===== src/rtl/cu_pkg.sv =====
`default_nettype none
// ============================================================================
// Module   : cu_pkg
// Purpose  : Shared definitions for the multi-cycle control unit: FSM state
//            encoding, RV32I opcode constants, pcSelect / memToReg / access
//            size encodings, the control-word structure and the decode
//            helpers that turn (state, instruction fields) into controls.
// Ports    : none (package)
// Revision : 1.0 - initial release
// ============================================================================
package cu_pkg;

  typedef enum logic [2:0] {
    S_FETCH  = 3'd0,
    S_DECODE = 3'd1,
    S_EXEC   = 3'd2,
    S_MEM    = 3'd3,
    S_WB     = 3'd4,
    S_HALT   = 3'd5
  } state_t;

  localparam logic [6:0] c_OP_RTYPE  = 7'b0110011;
  localparam logic [6:0] c_OP_IALU   = 7'b0010011;
  localparam logic [6:0] c_OP_LOAD   = 7'b0000011;
  localparam logic [6:0] c_OP_STORE  = 7'b0100011;
  localparam logic [6:0] c_OP_BRANCH = 7'b1100011;
  localparam logic [6:0] c_OP_JALR   = 7'b1100111;
  localparam logic [6:0] c_OP_LUI    = 7'b0110111;
  localparam logic [6:0] c_OP_JAL    = 7'b1101111;

  localparam logic [1:0] c_PCSEL_PLUS4 = 2'b00;
  localparam logic [1:0] c_PCSEL_IMM   = 2'b01;
  localparam logic [1:0] c_PCSEL_ALU   = 2'b10;

  localparam logic [1:0] c_WB_ALU  = 2'b00;
  localparam logic [1:0] c_WB_RAM  = 2'b01;
  localparam logic [1:0] c_WB_LINK = 2'b10;
  localparam logic [1:0] c_WB_IMM  = 2'b11;

  // funct3[1:0] of loads/stores
  localparam logic [1:0] c_SIZE_BYTE = 2'b00;
  localparam logic [1:0] c_SIZE_HALF = 2'b01;
  localparam logic [1:0] c_SIZE_WORD = 2'b10;
  localparam logic [1:0] c_SIZE_BAD  = 2'b11;

  // brSel marks the branch retire cycle; the comparator result is only
  // valid in that same cycle, so it is merged into pcSelect combinationally.
  typedef struct packed {
    logic       pcEn;
    logic [1:0] pcSelect;
    logic       regWrite;
    logic       aluSrc;
    logic       ramRdEn;
    logic       ramWrEn;
    logic       isByte;
    logic       isHalf;
    logic       isWord;
    logic [1:0] memToReg;
    logic       brSel;
  } ctrl_t;

  // State that follows DECODE for a given instruction.
  function automatic state_t dispatch(input logic [6:0] op, input logic [2:0] f3);
    state_t ns;
    case (op)
      c_OP_RTYPE, c_OP_IALU, c_OP_BRANCH, c_OP_JALR: ns = S_EXEC;
      c_OP_LOAD, c_OP_STORE: ns = (f3[1:0] == c_SIZE_BAD) ? S_HALT : S_EXEC;
      c_OP_LUI, c_OP_JAL:    ns = S_WB;
      default:               ns = S_HALT;
    endcase
    return ns;
  endfunction

  // Control word to present while in 'state'. memFirst/memLast flag the
  // first and last cycle of a MEM phase (both set when it lasts one cycle).
  function automatic ctrl_t decodeCtrl(
    input state_t     state,
    input logic [6:0] op,
    input logic [2:0] f3,
    input logic       memFirst,
    input logic       memLast
  );
    ctrl_t c;
    logic  isLoad;
    logic  isStore;
    c       = '0;
    isLoad  = (op == c_OP_LOAD);
    isStore = (op == c_OP_STORE);
    case (state)
      S_EXEC: begin
        c.aluSrc = (op == c_OP_IALU) || isLoad || isStore || (op == c_OP_JALR);
        if (op == c_OP_BRANCH) begin
          c.pcEn     = 1'b1;
          c.pcSelect = c_PCSEL_PLUS4;
          c.brSel    = 1'b1;
        end
      end
      S_MEM: begin
        c.aluSrc  = 1'b1;
        c.isByte  = (f3[1:0] == c_SIZE_BYTE);
        c.isHalf  = (f3[1:0] == c_SIZE_HALF);
        c.isWord  = (f3[1:0] == c_SIZE_WORD);
        c.ramRdEn = isLoad;
        c.ramWrEn = isStore && memFirst;
        c.pcEn    = isStore && memLast;
      end
      S_WB: begin
        c.regWrite = 1'b1;
        c.pcEn     = 1'b1;
        c.aluSrc   = (op == c_OP_IALU) || (op == c_OP_JALR);
        case (op)
          c_OP_LOAD:           c.memToReg = c_WB_RAM;
          c_OP_JAL, c_OP_JALR: c.memToReg = c_WB_LINK;
          c_OP_LUI:            c.memToReg = c_WB_IMM;
          default:             c.memToReg = c_WB_ALU;
        endcase
        case (op)
          c_OP_JAL:  c.pcSelect = c_PCSEL_IMM;
          c_OP_JALR: c.pcSelect = c_PCSEL_ALU;
          default:   c.pcSelect = c_PCSEL_PLUS4;
        endcase
        // Loads keep the RAM read path steady while the data is written back.
        if (isLoad) begin
          c.ramRdEn = 1'b1;
          c.isByte  = (f3[1:0] == c_SIZE_BYTE);
          c.isHalf  = (f3[1:0] == c_SIZE_HALF);
          c.isWord  = (f3[1:0] == c_SIZE_WORD);
        end
      end
      default: ;
    endcase
    return c;
  endfunction

endpackage
`default_nettype wire


===== src/rtl/mem_wait_counter.sv =====
`default_nettype none
// ============================================================================
// Module   : mem_wait_counter
// Purpose  : Loadable down-counter timing the MEM phase. Load has priority
//            over enable; counting stops at zero.
// Ports    : clk, rst          - clock, synchronous active-high reset
//            i_load            - load i_loadValue
//            i_loadValue       - value loaded on i_load
//            i_en              - decrement while non-zero
//            o_count           - current count
//            o_zero            - count is zero
// Revision : 1.0 - initial release
// ============================================================================
module mem_wait_counter #(
  parameter int WIDTH = 4
) (
  input  logic             clk,
  input  logic             rst,
  input  logic             i_load,
  input  logic [WIDTH-1:0] i_loadValue,
  input  logic             i_en,
  output logic [WIDTH-1:0] o_count,
  output logic             o_zero
);

  logic [WIDTH-1:0] r_count;

  always_ff @(posedge clk) begin
    if (rst) begin
      r_count <= '0;
    end else if (i_load) begin
      r_count <= i_loadValue;
    end else if (i_en && (r_count != '0)) begin
      r_count <= r_count - WIDTH'(1);
    end
  end

  assign o_count = r_count;
  assign o_zero  = (r_count == '0);

endmodule
`default_nettype wire


===== src/rtl/multicycle_control_unit.sv =====
`default_nettype none
// ============================================================================
// Module   : multicycle_control_unit
// Purpose  : Multi-cycle FSM sequencing an RV32I-subset datapath through
//            FETCH / DECODE / EXEC / MEM / WB, with a sticky HALT for
//            unsupported encodings and a retired-instruction counter.
// Ports    : clk, reset        - clock, synchronous active-high reset
//            opcode, funct3    - instruction fields (valid in DECODE)
//            brTaken           - branch comparator result
//            pcEn, pcSelect    - PC update strobe and next-PC source
//            regWrite, aluSrc  - register write enable, ALU operand-2 source
//            ramRdEn, ramWrEn  - data RAM read / write enables
//            isByte/Half/Word  - data RAM access size
//            memToReg          - writeback source
//            halted            - sticky illegal-instruction flag
//            instret           - retired-instruction count
// Revision : 1.0 - initial release
// ============================================================================
module multicycle_control_unit
  import cu_pkg::*;
#(
  parameter int DWIDTH   = 32,
  parameter int MEM_WAIT = 1
) (
  input  logic              clk,
  input  logic              reset,
  input  logic [6:0]        opcode,
  input  logic [2:0]        funct3,
  input  logic              brTaken,
  output logic              pcEn,
  output logic [1:0]        pcSelect,
  output logic              regWrite,
  output logic              aluSrc,
  output logic              ramRdEn,
  output logic              ramWrEn,
  output logic              isByte,
  output logic              isHalf,
  output logic              isWord,
  output logic [1:0]        memToReg,
  output logic              halted,
  output logic [DWIDTH-1:0] instret
);

  localparam int               c_CNT_W    = 4;
  localparam logic [c_CNT_W-1:0] c_MEM_WAIT = c_CNT_W'(MEM_WAIT);

  state_t              r_state;
  state_t              w_nextState;
  logic [6:0]          r_opcode;
  logic [2:0]          r_funct3;
  logic [6:0]          w_nextOpcode;
  logic [2:0]          w_nextFunct3;
  ctrl_t               r_ctrl;
  ctrl_t               w_ctrl;
  logic                r_halted;
  logic [DWIDTH-1:0]   r_instret;

  logic [c_CNT_W-1:0]  w_count;
  logic                w_cntZero;
  logic                w_cntLoad;
  logic                w_cntEn;
  logic                w_nextMemFirst;
  logic                w_nextMemLast;

  // Instruction fields are captured at the end of DECODE and held until the
  // next DECODE; the control word for the following state needs them early.
  assign w_nextOpcode = (r_state == S_DECODE) ? opcode : r_opcode;
  assign w_nextFunct3 = (r_state == S_DECODE) ? funct3 : r_funct3;

  always_comb begin
    w_nextState = r_state;
    case (r_state)
      S_FETCH:  w_nextState = S_DECODE;
      S_DECODE: w_nextState = dispatch(opcode, funct3);
      S_EXEC: begin
        if ((r_opcode == c_OP_LOAD) || (r_opcode == c_OP_STORE)) begin
          w_nextState = S_MEM;
        end else if (r_opcode == c_OP_BRANCH) begin
          w_nextState = S_FETCH;
        end else begin
          w_nextState = S_WB;
        end
      end
      S_MEM: begin
        if (w_cntZero) begin
          w_nextState = (r_opcode == c_OP_LOAD) ? S_WB : S_FETCH;
        end
      end
      S_WB:     w_nextState = S_FETCH;
      S_HALT:   w_nextState = S_HALT;
      default:  w_nextState = S_HALT;
    endcase
  end

  assign w_cntLoad = (r_state == S_EXEC) && (w_nextState == S_MEM);
  assign w_cntEn   = (r_state == S_MEM);

  mem_wait_counter #(
    .WIDTH (c_CNT_W)
  ) u_memWaitCounter (
    .clk         (clk),
    .rst         (reset),
    .i_load      (w_cntLoad),
    .i_loadValue (c_MEM_WAIT),
    .i_en        (w_cntEn),
    .o_count     (w_count),
    .o_zero      (w_cntZero)
  );

  // First/last flags of the upcoming MEM cycle, derived from the count the
  // counter will hold after this edge.
  assign w_nextMemFirst = w_cntLoad;
  assign w_nextMemLast  = (w_nextState == S_MEM) &&
                          (w_cntLoad ? (c_MEM_WAIT == '0) : (w_count == c_CNT_W'(1)));

  always_ff @(posedge clk) begin
    if (reset) begin
      r_state   <= S_FETCH;
      r_opcode  <= '0;
      r_funct3  <= '0;
      r_ctrl    <= '0;
      r_halted  <= 1'b0;
      r_instret <= '0;
    end else begin
      r_state   <= w_nextState;
      r_opcode  <= w_nextOpcode;
      r_funct3  <= w_nextFunct3;
      r_ctrl    <= decodeCtrl(w_nextState, w_nextOpcode, w_nextFunct3,
                              w_nextMemFirst, w_nextMemLast);
      r_halted  <= r_halted | (w_nextState == S_HALT);
      if (r_ctrl.pcEn) begin
        r_instret <= r_instret + DWIDTH'(1);
      end
    end
  end

  // Controls are forced low while reset is held so the datapath sees no
  // stale strobe from an interrupted instruction.
  assign w_ctrl   = reset ? '0 : r_ctrl;

  assign pcEn     = w_ctrl.pcEn;
  assign pcSelect = w_ctrl.pcSelect | {1'b0, w_ctrl.brSel & brTaken};
  assign regWrite = w_ctrl.regWrite;
  assign aluSrc   = w_ctrl.aluSrc;
  assign ramRdEn  = w_ctrl.ramRdEn;
  assign ramWrEn  = w_ctrl.ramWrEn;
  assign isByte   = w_ctrl.isByte;
  assign isHalf   = w_ctrl.isHalf;
  assign isWord   = w_ctrl.isWord;
  assign memToReg = w_ctrl.memToReg;
  assign halted   = r_halted & ~reset;
  assign instret  = r_instret;

endmodule
`default_nettype wire


===== config.mk =====
export PLATFORM = sky130hd
export DESIGN_NAME = multicycle_control_unit
export DESIGN_NICKNAME = d
export VERILOG_FILES = /design/src/rtl/cu_pkg.sv /design/src/rtl/mem_wait_counter.sv /design/src/rtl/multicycle_control_unit.sv
export SDC_FILE = /design/constraint.sdc
export NUM_CORES = 1
export LEC_CHECK = 0
export BUFFER_PORTS_ARGS = -buffer_cell sky130_fd_sc_hd__buf_2
export CORE_MARGIN = 10
export CORE_UTILIZATION = 50
export DETAILED_ROUTE_END_ITERATION = 12
export PLACE_DENSITY = 0.72
export SYNTH_ARGS = -nofsm -noshare
export SYNTH_HDL_FRONTEND = slang
export SYNTH_SLANG_ARGS = --single-unit

===== constraint.sdc =====
create_clock -name clk -period 2.2 [get_ports clk]
set_clock_uncertainty 0.15 [all_clocks]
set_input_delay 0.22 -clock clk [delete_from_list [all_inputs] [get_ports clk]]
set_output_delay 0.22 -clock clk [all_outputs]
set_load 0.05 [all_outputs]

# Word-level counts from Yosys, hierarchy flattened
# Index checks and enable logic that the tools add are counted.
op_classes:
  addsub: 2
  mul: 0
  n_div: 0
  magnitude_cmp: 0
  eq_ne: 30
  n_shift: 0
  n_mux: 25
  bitwise_logic: 8
  reduce_logical: 23
ops:
  columns: ["op", "n"]
  rows:
  - ["$eq A7 B7 Y1 const B", 7]
  - ["$eq A7 B6 Y1 const B", 6]
  - ["$add A32 B1 Y32 const B", 1]
  - ["$eq A7 B2 Y1 const B", 3]
  - ["$mux W3", 7]
  - ["$pmux W3 S5", 1]
  - ["$eq A7 B5 Y1 const B", 2]
  - ["$reduce_or A2 Y1", 7]
  - ["$mux W13", 1]
  - ["$eq A3 B2 Y1 const B", 4]
  - ["$eq A3 B3 Y1 const B", 3]
  - ["$pmux W3 S3", 1]
  - ["$pmux W2 S2", 2]
  - ["$mux W7", 1]
  - ["$mux W1", 6]
  - ["$pmux W1 S3", 2]
  - ["$pmux W2 S3", 1]
  - ["$pmux W3 S2", 1]
  - ["$logic_and A1 B1 Y1", 5]
  - ["$logic_or A1 B1 Y1", 5]
  - ["$eq A2 B2 Y1 const B", 2]
  - ["$eq A4 B1 Y1 const B", 1]
  - ["$logic_not A4 Y1", 1]
  - ["$not A1 Y1", 4]
  - ["13 further kinds", 14]
word_totals:
  reg_bits: 62
  latchBits: 0
  mem_bits_rw: 0
  rom_bits: 0
  out_inout_bits: 45
  elab_cells: 106
  memories: 0

# Logic depth before layout (Yosys ltp)
# Gate-level depths: netlist of run 1.
depth:
  ltp_word: 10
  depth_mapped: 7
  ltp_nobuf: 7

# Modules after synthesis
# Synthesis of run 1 repeated with hierarchy kept, for this count alone.
unflattened:
  hier_cells: 361
  area_unflattened_um2: 3190.6
by_module_without_submodules:
  columns: ["mod", "instances", "cells_each", "area_each_um2"]
  rows:
  - ["multicycle_control_unit", 1, 332, 2927.8]
  - ["mem_wait_counter", 1, 29, 262.8]

# Worst setup path after synthesis of run 1
# No wires, ideal clock.
synth_timing:
  path_kind: "register -> register"
  startpoint: "register r_instret[3] (netlist: instret[3])"
  endpoint: "register r_instret[26] (netlist: instret[26])"
  setup_ns: 0.128
  arrival_ns: 1.821
  path_slack_ns: 0.102
  stages_incl_launch_ff: 7
  path_buffers: 1
  period_less_slack_ns: 2.098
  path_cell_list: "dfxtp_1 and4_1 nand4_1 buf_2 nor4_1 xnor2_1 nor2_1"
synth_between:
  elab_chain_cells: 1
synth_rtl:
  columns: ["element", "line_no", "source"]
  rows:
  - ["from (decl)", "multicycle_control_unit.sv:56", "logic [DWIDTH-1:0] r_instret;"]
  - ["from (signal assigned)", "multicycle_control_unit.sv:132", "r_instret <= r_instret + DWIDTH'(1);"]
  - ["$add A32 B1 Y32", "multicycle_control_unit.sv:132", null]
# No other way between the ends.
# A chain may end at the register's enable or synchronous reset.

# Final worst setup path of run 1
layout_timing:
  startpoint: "register u_memWaitCounter.r_count[0] (netlist: u_memWaitCounter.o_count[0])"
  endpoint: "register r_ctrl[10] in the netlist's numbering"
layout_between:
  elab_chain_cells: 5
  word_cells_on_any_way: 6
layout_rtl:
  columns: ["element", "line_no", "source"]
  rows:
  - ["from (decl)", "mem_wait_counter.sv:26", "logic [WIDTH-1:0] r_count;"]
  - ["from (signal assigned)", "mem_wait_counter.sv:32", "r_count <= i_loadValue;"]
  - ["from (signal assigned)", "mem_wait_counter.sv:34", "r_count <= r_count - WIDTH'(1);"]
  - ["$logic_not A4 Y1 (*)", "mem_wait_counter.sv:39", "assign o_zero = (r_count == '0);"]
  - ["$mux W3 (*)", "multicycle_control_unit.sv:85", "if (w_cntZero) begin"]
  - ["$pmux W3 S5 (*)", "multicycle_control_unit.sv:72", "case (r_state)"]
  - ["$eq A3 B3 Y1 or $eq A3 B2 Y1 (tied branches)", "cu_pkg.sv:89", "case (state)"]
  - ["$pmux W2 S2 (*)", "cu_pkg.sv:89", null]
  - ["to (signal assigned)", "multicycle_control_unit.sv:128", "r_ctrl <= decodeCtrl(w_nextState, w_nextOpcode, w_nextFunct3,"]
  - ["to (decl)", "multicycle_control_unit.sv:53", "ctrl_t r_ctrl;"]
# Mark *: on every way between the ends. The rest lies on a longest branch, timed or not.

==> metrics.csv, run 1 <==
metric;value;unit
die width;100;µm
LEAKAGE;0.00147;µW
area leader, netlist;dfxtp_1;
power per cell area;773;mW/mm²
number of gates resized after cts;0;
Setup-failing EPs final;0;
unrepaired setup endpoints after global routing;false;
share of power burned in registers;0.428;
crit path time final;2.00;ns
Worst R2R End;r_ctrl[10]$_SDFF_PP0_;
Post-synth EDFFs;0;
TritonCTS clock tree;done;
Detailed Route Iter0 Violations;149;
fraction of layout cells with a size suffix above 1;0.222;
io pins;58;
Placer Congestion;0.908;
Sw Pwr;1020;µW
total negative slack;0;ns
combinational share of power;0.271;
Worst-path clk slew;0.07;ns
fin. max-slew vios;0;
Routed Antenna Nets;0;
synthesized area per cell;8.43;µm²
clock tree buffer depth;2;
Via Count;2942;
via-per-instance ratio;5.63;
initial antenna violation count;0;
Final Cell Area;0.00380;mm²
Final Core Density;0.601;
fmax;0.499;GHz
routed wire length;7830;µm
row cnt;29;
Max VDD drop;0.481;mV
area share of the largest cell type after synthesis;0.384;
Reg2Reg Depth;7;
Remaining Overflow, GRT;0;
Critical Path RT;2.28;ns
Yosys warning count;0;
vias in the first global route;2787;
worst r2r src;u_memWaitCounter.o_count[0]$_SDFFE_PP0P_;
Layout Area Growth over Synthesis;17.6;%
Placed Instance Area;0.00359;mm²
HPWL after detailed placement;5710;µm
Seq cells post-synth;62;
hold crit path type;in2reg;
Num CTS Buffers;9;
hold endpoint;r_funct3[0]$_SDFF_PP0_;
diodes inserted;0;
Setup Buffers After CTS;0;
CP startpoint kind;flop;
internal reg-to-reg setup slack;0.20;ns
critical path class;reg2reg;
core box area;0.00631;mm²
first-pass GRT wire length;13000;µm
Starting Density;0.511;
Switching Share;0.347;
Mapped Area;0.00323;mm²
synth cell count leaders;dfxtp_1, nor2_1, nand2_1;
CTS HTree Levels;3;
critical path endpoint category;flop;
HP Start;funct3[0];
Rel. slew slack;0.701;
GR Util All Layers;0.154;
Design Power;2930;µW
status;finished, final reports clean;
port buffer count;56;
post-synth net total;399;
wire per inst;15.0;µm
MaxCap Viol Count;0;
Arr. time, crit path;2.09;ns
worst skew pair latency;0.34;ns
largest cells by area after synthesis;dfxtp_1, xnor2_1, nor2_1, a21oi_1, nand2_1;
Hold WS;0.0295;ns
Final period util;0.911;
root buf cell;clkbuf_8;
Synth async-reset ratio;0;
DR pass1 iterations;4;
Tightest Pin Transition;0.442;ns
Hold Path Stages;3;
number of remaining DRC errors;0;
die area;0.0101;mm²
CTS sink cnt;62;
largest net degree at the start of global routing;29;
Final Hold Viols;0;
Hold Buf Count CTS;3;
critical path peak fanout;6;
Die Height;100;µm
Pint;1920;µW
Post-Syn Instances;383;
part of the power in the clock network;0.300;
Netlist cell types;55;
fin nets;457;
top-count cell post-synth;dfxtp_1;
post-synthesis sequential area ratio;0.384;
top_reg_cell synth;dfxtp_1;
-- how the worst max path moves through the flow --
stage / start / to / slack (ns) / cells after the start
detailed placement: r_opcode[2]$_SDFF_PP0_ / r_ctrl[12]$_SDFF_PP0_ / 0.26 / 5
CTS: u_memWaitCounter.o_count[0]$_SDFFE_PP0P_ / r_ctrl[10]$_SDFF_PP0_ / 0.23 / 7
floorplan: instret[3]$_SDFFE_PP0P_ / instret[26]$_SDFFE_PP0P_ / 0.10 / 6
global route: u_memWaitCounter.o_count[0]$_SDFFE_PP0P_ / r_ctrl[10]$_SDFF_PP0_ / 0.03 / 7
finish: u_memWaitCounter.o_count[0]$_SDFFE_PP0P_ / r_ctrl[10]$_SDFF_PP0_ / 0.20 / 7
global placement: r_opcode[2]$_SDFF_PP0_ / r_ctrl[12]$_SDFF_PP0_ / 0.28 / 5
-- critical path, cell delays in order, from the launching register on --
cell	delay [ns]
dfxtp_1	0.35
inv_1	0.08
ha_1	0.20
nand4bb_1	0.19
o22a_1	0.24
a21oi_1	0.19
nand2_1	0.18
nor4_1	0.32
-- layout make-up --
class	instances	area, µm²
well taps	77	96.3
repair buffers	71	400
multi-input cells	287	1850
clock inverters	7	50.0
inverters	10	37.5
clock buffers	9	124
flip-flops and latches	62	1240
fillers	588	2520
-- state kept, by name, summed over array words and instances (netlist names) --
signal,cells
instret,32
r_ctrl,13
r_funct3,2
r_halted,1
r_opcode,7
r_state,3
u_memWaitCounter.o_count,4
-- power groups by stage --
stage               clock, µW  sequential (µW)  combinational (µW)
floorplan                   0             1260                 630
global placement            0             1280                 770
detailed placement          0             1280                 784
CTS                       905             1260                 791
global route              950             1270                 868
finish                    881             1260                 796
-- cell usage in the layout, fill, tap and decap left out, types with 3 or more instances in the layout --
| cell | netlist | final |
|---|---|---|
| dfxtp_1 | 62 | 62 |
| buf_2 | 7 | 56 |
| nor2_1 | 41 | 41 |
| nand2_1 | 27 | 27 |
| a21oi_1 | 23 | 23 |
| xnor2_1 | 19 | 19 |
| nor2b_1 | 14 | 14 |
| nand4_1 | 13 | 13 |
| o21ai_0 | 13 | 13 |
| nand3_1 | 12 | 12 |
| buf_4 | 0 | 12 |
| nor3_1 | 11 | 11 |
| nor4_1 | 11 | 11 |
| inv_1 | 10 | 10 |
| nand3b_1 | 9 | 9 |
| clkbuf_8 | 0 | 9 |
| and4_1 | 8 | 8 |
| xor2_1 | 8 | 8 |
| and3_1 | 7 | 7 |
| or3_1 | 7 | 7 |
| nor3b_1 | 7 | 6 |
| mux2i_1 | 4 | 4 |
| nand2b_1 | 4 | 4 |
| a31oi_1 | 4 | 4 |
| mux2_2 | 3 | 3 |
| and2_1 | 3 | 3 |
| ha_1 | 3 | 3 |
| clkinv_2 | 0 | 3 |
| dlygate4sd3_1 | 0 | 3 |
-- per-stage QoR --
step                      setup WS [ns]  instances
final                             0.196        523
after global routing             0.0293        523
after CTS                         0.229        523
after floorplan                   0.102        383
after detailed placement          0.255        504
after global placement            0.283        504
-- routing by layer --
layer  part of all wire  vias to the layer above  global-route usage
met5                  0                        -                   0
met4              0.011                        0              0.0598
met3              0.080                        8              0.0501
met2               0.45                       99               0.229
met1               0.46                     1359               0.202
li1                   -                     1476                   -
-- cells by family after synthesis --
group	after synthesis	synth area share
xor gates and xnor gates	27	0.0733
AOI/OAI and AO/OA	61	0.128
muxes	7	0.0229
and+or+nand+nor	189	0.336
DFF	62	0.384
buffers and inverters	34	0.0446
adders and majority gates	3	0.0116
No activity file was read; power rests on OpenSTA's default activity.
==> run 2, diff against run 1 <==
--- a/config.mk
+++ b/config.mk
@@ -7,9 +7,9 @@
 export LEC_CHECK = 0
 export BUFFER_PORTS_ARGS = -buffer_cell sky130_fd_sc_hd__buf_2
 export CORE_MARGIN = 10
-export CORE_UTILIZATION = 50
+export CORE_UTILIZATION = 44
 export DETAILED_ROUTE_END_ITERATION = 12
-export PLACE_DENSITY = 0.72
+export PLACE_DENSITY = 0.64
 export SYNTH_ARGS = -nofsm -noshare
 export SYNTH_HDL_FRONTEND = slang
 export SYNTH_SLANG_ARGS = --single-unit
==> run 2 against run 1 <==
Flip-flop and latch count did not move. Cell area rose by 2.5%. Die area rose by 11%. Clock power rose by 29%. Total power rose by 9.9%. Sequential share of layout area fell by 0.81 points. Fmax rose by 0.10%. Sequential power barely moved. Clock-buffer cell count rose by 1. Via count fell by 1.6%. Global-route usage fell by 1.3 points. Critical endpoint is now r_ctrl[8]$_SDFF_PP0_.
==> metrics.csv, run 2 (synthesized netlist as in run 1, its figures left out) <==
metric;value;unit;change
critical path endpoint category;flop;;
Sw Pwr;1030;µW;+1.0%
routed wire length;7940;µm;+1.4%
initial antenna violation count;0;;unchanged
DR pass1 iterations;4;;unchanged
critical path peak fanout;19;;+13
Die Height;106;µm;+5.3%
critical path class;reg2reg;;
Non-Filler Instances;544;;+4.0%
die width;106;µm;+5.3%
combinational share of power;0.251;;-0.020
power per cell area;828;mW/mm²;+7.2%
clock tree buffer depth;2;;unchanged
total negative slack;0;ns;unchanged
fin. max-slew vios;0;;unchanged
CTS sink cnt;62;;unchanged
first-pass GRT wire length;13300;µm;+2.3%
Final period util;0.910;;-0.000919
number of placed instances, taps included;525;;+4.2%
CTS HTree Levels;3;;unchanged
fin nets;456;;-0.22%
Critical Path RT;2.27;ns;about the same
root buf cell;clkbuf_8;;
max FFs per register;32;;unchanged
final setup margin;0.198;ns;+0.00202 ns
CP startpoint kind;flop;;
core box area;0.00718;mm²;+14%
Worst-path clk slew;0.07;ns;about the same
worst skew pair latency;0.34;ns;about the same
hold endpoint;r_funct3[0]$_SDFF_PP0_;;
unrepaired setup endpoints after global routing;false;;
part of the power in the clock network;0.355;;+0.055
Tightest Pin Transition;0.622;ns;+0.180 ns
internal reg-to-reg setup slack;0.20;ns;about the same
Remaining Overflow, GRT;0;;unchanged
Pint;2200;µW;+15%
Via Count;2896;;-1.6%
Worst R2R End;r_ctrl[8]$_SDFF_PP0_;;
diodes inserted;0;;unchanged
LEAKAGE;0.00149;µW;+1.6%
Rel. slew slack;0.585;;-0.116
status;finished, final reports clean;;
most common library cell in the layout ignoring fill and taps;dfxtp_1;;
share of power burned in registers;0.394;;-0.034
TritonCTS clock tree;done;;
Final Core Density;0.543;;-0.0588
die area;0.0112;mm²;+11%
filler instances;690;;+17%
HPWL after detailed placement;5860;µm;+2.7%
via-per-instance ratio;5.32;;-5.4%
multi-input logic area;0.00185;mm²;+0.34%
GR Util All Layers;0.142;;-0.0129
Routed Antenna Nets;0;;unchanged
Detailed Route Iter0 Violations;148;;-0.67%
worst r2r src;r_state[2]$_SDFF_PP0_;;
Placer Congestion;0.871;;-4.1%
commonest cells after routing, fill and taps aside;dfxtp_1, buf_2, nor2_1;;
HP Start;funct3[0];;
Post-Place Setup Slack;0.219;ns;-0.0358 ns
Hold Path Stages;3;;unchanged
Layout Area Growth over Synthesis;20.6;%;
Reg area;0.00124;mm²;unchanged
crit path time final;2.00;ns;-0.00202 ns
Reg2Reg Depth;6;;-1
Num CTS Buffers;9;;unchanged
Max VDD drop;0.379;mV;-21%
Starting Density;0.450;;-0.0614
fraction of layout cells with a size suffix above 1;0.222;;+0.000499
port buffer count;56;;unchanged
Switching Share;0.319;;-0.0281
largest net degree at the start of global routing;34;;+17%
number of remaining DRC errors;0;;unchanged
Setup-failing EPs final;0;;unchanged
Setup Buffers After CTS;0;;unchanged
Final Hold Viols;0;;unchanged
MaxCap Viol Count;0;;unchanged
vias in the first global route;2742;;-1.6%
hold crit path type;in2reg;;
wire per inst;14.6;µm;-2.5%
row cnt;31;;+6.9%
fmax;0.499;GHz;+0.10%
io pins;58;;unchanged
Arr. time, crit path;2.07;ns;-0.02 ns
-- run 2: cell types whose count changed in the layout (fill, tap and decap cells not counted), sizes merged --
cell and delta:
clkinvlp -1, bufinv +2, clkbuf +1, clkinv -2
buf -1
-- run 2: stage by stage --
step	power [µW]	area [µm²]	hold WS [ns]
3_3_place_gp	2080	3630	0.322
3_5_place_dp	2100	3630	0.336
6_report	3230	3890	0.00818
5_1_grt	3410	3890	0.0360
2_1_floorplan	1890	3230	0.206
4_1_cts	3240	3890	0.00216
-- run 2: final cells by class --
class                      instances  area share
tap                               99      0.0318
sequential                        62       0.319
timing repair buffer              70       0.104
clock inverter                     6      0.0241
inverter                          10     0.00964
multi-input combinational        287       0.476
clock buffer                      10      0.0353
-- run 2: critical path, cell delays in order (launching register included) --
cell      delay, ns
dfxtp_1        0.41
nor3b_2        0.29
buf_12         0.19
mux2_2         0.35
a21bo_2        0.21
a21boi_0       0.19
o21ai_1        0.09
-- run 2: timing repair --
| action | 4_1_cts | 5_1_grt |
|---|---|---|
| hold buffers | 3 | 0 |
| endpoints found under the hold margin | 3 | 0 |
| resized for setup | 0 | 1 |
| setup endpoints to repair | 0 | 1 |
-- run 2: metal layers --
metal,GRT usage,wire [µm]
met1,0.188,3920
met2,0.209,3510
met3,0.0426,420
met4,0.0551,80
met5,0,0
-- run 2: how the worst max path moves through the flow --
stage | from | cells after the start | to | slack, ns
2_1_floorplan | instret[3]$_SDFFE_PP0P_ | 6 | instret[26]$_SDFFE_PP0P_ | 0.10
3_3_place_gp | r_state[2]$_SDFF_PP0_ | 5 | r_ctrl[10]$_SDFF_PP0_ | 0.24
3_5_place_dp | r_state[2]$_SDFF_PP0_ | 5 | r_ctrl[8]$_SDFF_PP0_ | 0.22
4_1_cts | r_state[2]$_SDFF_PP0_ | 5 | r_ctrl[8]$_SDFF_PP0_ | 0.21
5_1_grt | r_opcode[2]$_SDFF_PP0_ | 6 | r_ctrl[12]$_SDFF_PP0_ | 0.02
6_report | r_state[2]$_SDFF_PP0_ | 6 | r_ctrl[8]$_SDFF_PP0_ | 0.20
-- run 2: power by group through the flow --
stage	clock, µW	combinational (µW)	sequential, µW
final	1140	808	1270
after CTS	1160	806	1270
after global placement	0	788	1300
after global routing	1220	899	1280
after floorplan	0	630	1260
after detailed placement	0	798	1300
==> run 3, diff against run 2 <==
--- a/config.mk
+++ b/config.mk
@@ -5,7 +5,7 @@
 export SDC_FILE = /design/constraint.sdc
 export NUM_CORES = 1
 export LEC_CHECK = 0
-export BUFFER_PORTS_ARGS = -buffer_cell sky130_fd_sc_hd__buf_2
+export BUFFER_PORTS_ARGS = -buffer_cell sky130_fd_sc_hd__buf_4
 export CORE_MARGIN = 10
 export CORE_UTILIZATION = 44
 export DETAILED_ROUTE_END_ITERATION = 12
==> run 3 against run 2 <==
Fmax fell by 0.80%. Clock-buffer cell count did not move. Critical path depth fell by 1. Sequential power barely moved. Die area did not move. Non-clock buffer count rose by 3. Global-route usage rose by 0.47 points. Clock power fell by 4%. Largest power group unchanged.
==> metrics.csv, run 3 (synthesized netlist as in run 1, its figures left out) <==
metric;value;unit;change
status;finished, final reports clean;;
clock tree buffer depth;2;;unchanged
power per cell area;786;mW/mm²;-5.1%
io pins;58;;unchanged
multi-input logic area;0.00185;mm²;-0.34%
routed wire length;8220;µm;+3.6%
Worst R2R End;r_ctrl[8]$_SDFF_PP0_;;
number of remaining DRC errors;0;;unchanged
critical path class;reg2reg;;
Die Height;106;µm;unchanged
wire per inst;15.0;µm;+3.0%
Max VDD drop;0.425;mV;+12%
Remaining Overflow, GRT;0;;unchanged
row cnt;31;;unchanged
Final Hold Viols;0;;unchanged
Via Count;2995;;+3.4%
via-per-instance ratio;5.48;;+2.9%
Routed Antenna Nets;0;;unchanged
Pint;2170;µW;-1.2%
Crit path depth;5;;-1
worst r2r src;r_state[2]$_SDFF_PP0_;;
die area;0.0112;mm²;unchanged
Reg area;0.00124;mm²;unchanged
CTS HTree Levels;3;;unchanged
hold endpoint;r_opcode[1]$_SDFF_PP0_;;
crit path from;r_state[2]$_SDFF_PP0_;;
Num CTS Buffers;9;;unchanged
internal reg-to-reg setup slack;0.18;ns;-0.02 ns
die width;106;µm;unchanged
hold crit path type;in2reg;;
Switching Share;0.315;;-0.00353
Sw Pwr;998;µW;-2.8%
TritonCTS clock tree;done;;
port buffer count;56;;unchanged
Design Power;3170;µW;-1.7%
first-pass GRT wire length;13700;µm;+3.1%
share of power burned in registers;0.400;;+0.006
root buf cell;clkbuf_8;;
Final period util;0.918;;+0.00736
HP Start;opcode[1];;
Bufs and invs on worst path;0;;-1
Placer Congestion;0.909;;+4.4%
CP startpoint kind;flop;;
core box area;0.00718;mm²;unchanged
unrepaired setup endpoints after global routing;false;;
commonest cells after routing, fill and taps aside;buf_4, dfxtp_1, nor2_1;;
largest net degree at the start of global routing;53;;+56%
Arr. time, crit path;2.09;ns;+0.02 ns
Layout Area Growth over Synthesis;24.9;%;
part of the power in the clock network;0.343;;-0.012
max FFs per register;32;;unchanged
Rel. slew slack;0.635;;+0.0499
fin nets;459;;+0.66%
fin. max-slew vios;0;;unchanged
HPWL after detailed placement;5900;µm;+0.73%
fraction of layout cells with a size suffix above 1;0.223;;+0.000742
combinational share of power;0.257;;+0.006
CP delay by family, top;simple AND/OR/NAND/NOR gates;;
Tightest Pin Transition;0.547;ns;-0.0748 ns
largest stage delay on the critical path;0.54;ns;+0.13 ns
most common library cell in the layout ignoring fill and taps;buf_4;;
diodes inserted;0;;unchanged
Worst-path clk slew;0.07;ns;about the same
Critical Path RT;2.27;ns;about the same
GR Util All Layers;0.146;;+0.00467
critical path peak fanout;16;;-3
critical path's slowest cell;or3b_4;;
fmax;0.495;GHz;-0.80%
Hold Path Stages;3;;unchanged
Hold WS;0.00454;ns;-0.00363 ns
Starting Density;0.450;;unchanged
filler instances;685;;-0.72%
total negative slack;0;ns;unchanged
DR pass1 iterations;4;;unchanged
MaxCap Viol Count;0;;unchanged
LEAKAGE;0.00150;µW;+0.85%
critical path endpoint category;flop;;
CTS sink cnt;62;;unchanged
CP Cell Sequence;or3b_4 -> mux2_2 -> a21bo_2 -> a21boi_0 -> o21ai_1;;
crit path time final;2.02;ns;+0.0162 ns
Detailed Route Iter0 Violations;163;;+10%
worst skew pair latency;0.34;ns;about the same
initial antenna violation count;0;;unchanged
Setup-failing EPs final;0;;unchanged
vias in the first global route;2836;;+3.4%
Reg2Reg Depth;5;;-1
-- run 3: changes by cell type in the layout (fill, tap and decap cells not counted) --
cell | previous run | this run
buf_4 | 10 | 69
clkbuf_8 | 10 | 9
inv_6 | 1 | 0
buf_2 | 56 | 0
clkinv_2 | 0 | 2
clkbuf_1 | 0 | 1
nor4_2 | 1 | 0
clkinv_4 | 2 | 1
nor4_1 | 10 | 11
-- run 3: what timing repair did --
item                      4_1_cts  5_1_grt
hold endpoints to repair        2        1
setup buffers                   0        0
resized for setup               0        0
hold buffers                    2        1
-- run 3: how the worst max path moves through the flow --
stage,endpoint
final,r_ctrl[8]$_SDFF_PP0_
after global routing,instret[14]$_SDFFE_PP0P_
after CTS,r_ctrl[12]$_SDFF_PP0_
after detailed placement,r_ctrl[12]$_SDFF_PP0_
after global placement,r_ctrl[12]$_SDFF_PP0_
after floorplan,instret[26]$_SDFFE_PP0P_
-- run 3: metrics by stage --
stage | std cells | setup slack (ns) | instance area [µm²] | util
2_1_floorplan | 383 | 0.102 | 3230 | -
3_3_place_gp | 528 | 0.213 | 3790 | 0.528
3_5_place_dp | 528 | 0.186 | 3790 | 0.528
4_1_cts | 546 | 0.171 | 4020 | 0.561
5_1_grt | 547 | 0.0341 | 4030 | 0.562
6_report | 547 | 0.181 | 4030 | 0.562
-- run 3: worst min-delay path, cell delays in order --
cell and delay (ns):
buf_4 0.12, nand2_1 0.05, a21oi_1 0.05
-- run 3: area by class of cell --
type	count	area share
multi-input combinational	287	0.458
sequential	62	0.308
timing repair buffer	73	0.141
clock buffer	10	0.0316
tap	99	0.0307
clock inverter	6	0.0214
inverter	10	0.00931
-- run 3: metal layers --
| layer | GRT usage | share of wire |
|---|---|---|
| met5 | 0 | 0 |
| met4 | 0.0348 | 0.011 |
| met3 | 0.0591 | 0.068 |
| met2 | 0.223 | 0.46 |
| met1 | 0.188 | 0.46 |
-- run 3: power by group through the flow --
stage	Combinational [µW]	Sequential, µW	Clock, µW
floorplan	630	1260	0
global placement	801	1290	0
detailed placement	809	1290	0
CTS	816	1270	1100
global route	888	1280	1170
finish	814	1270	1090
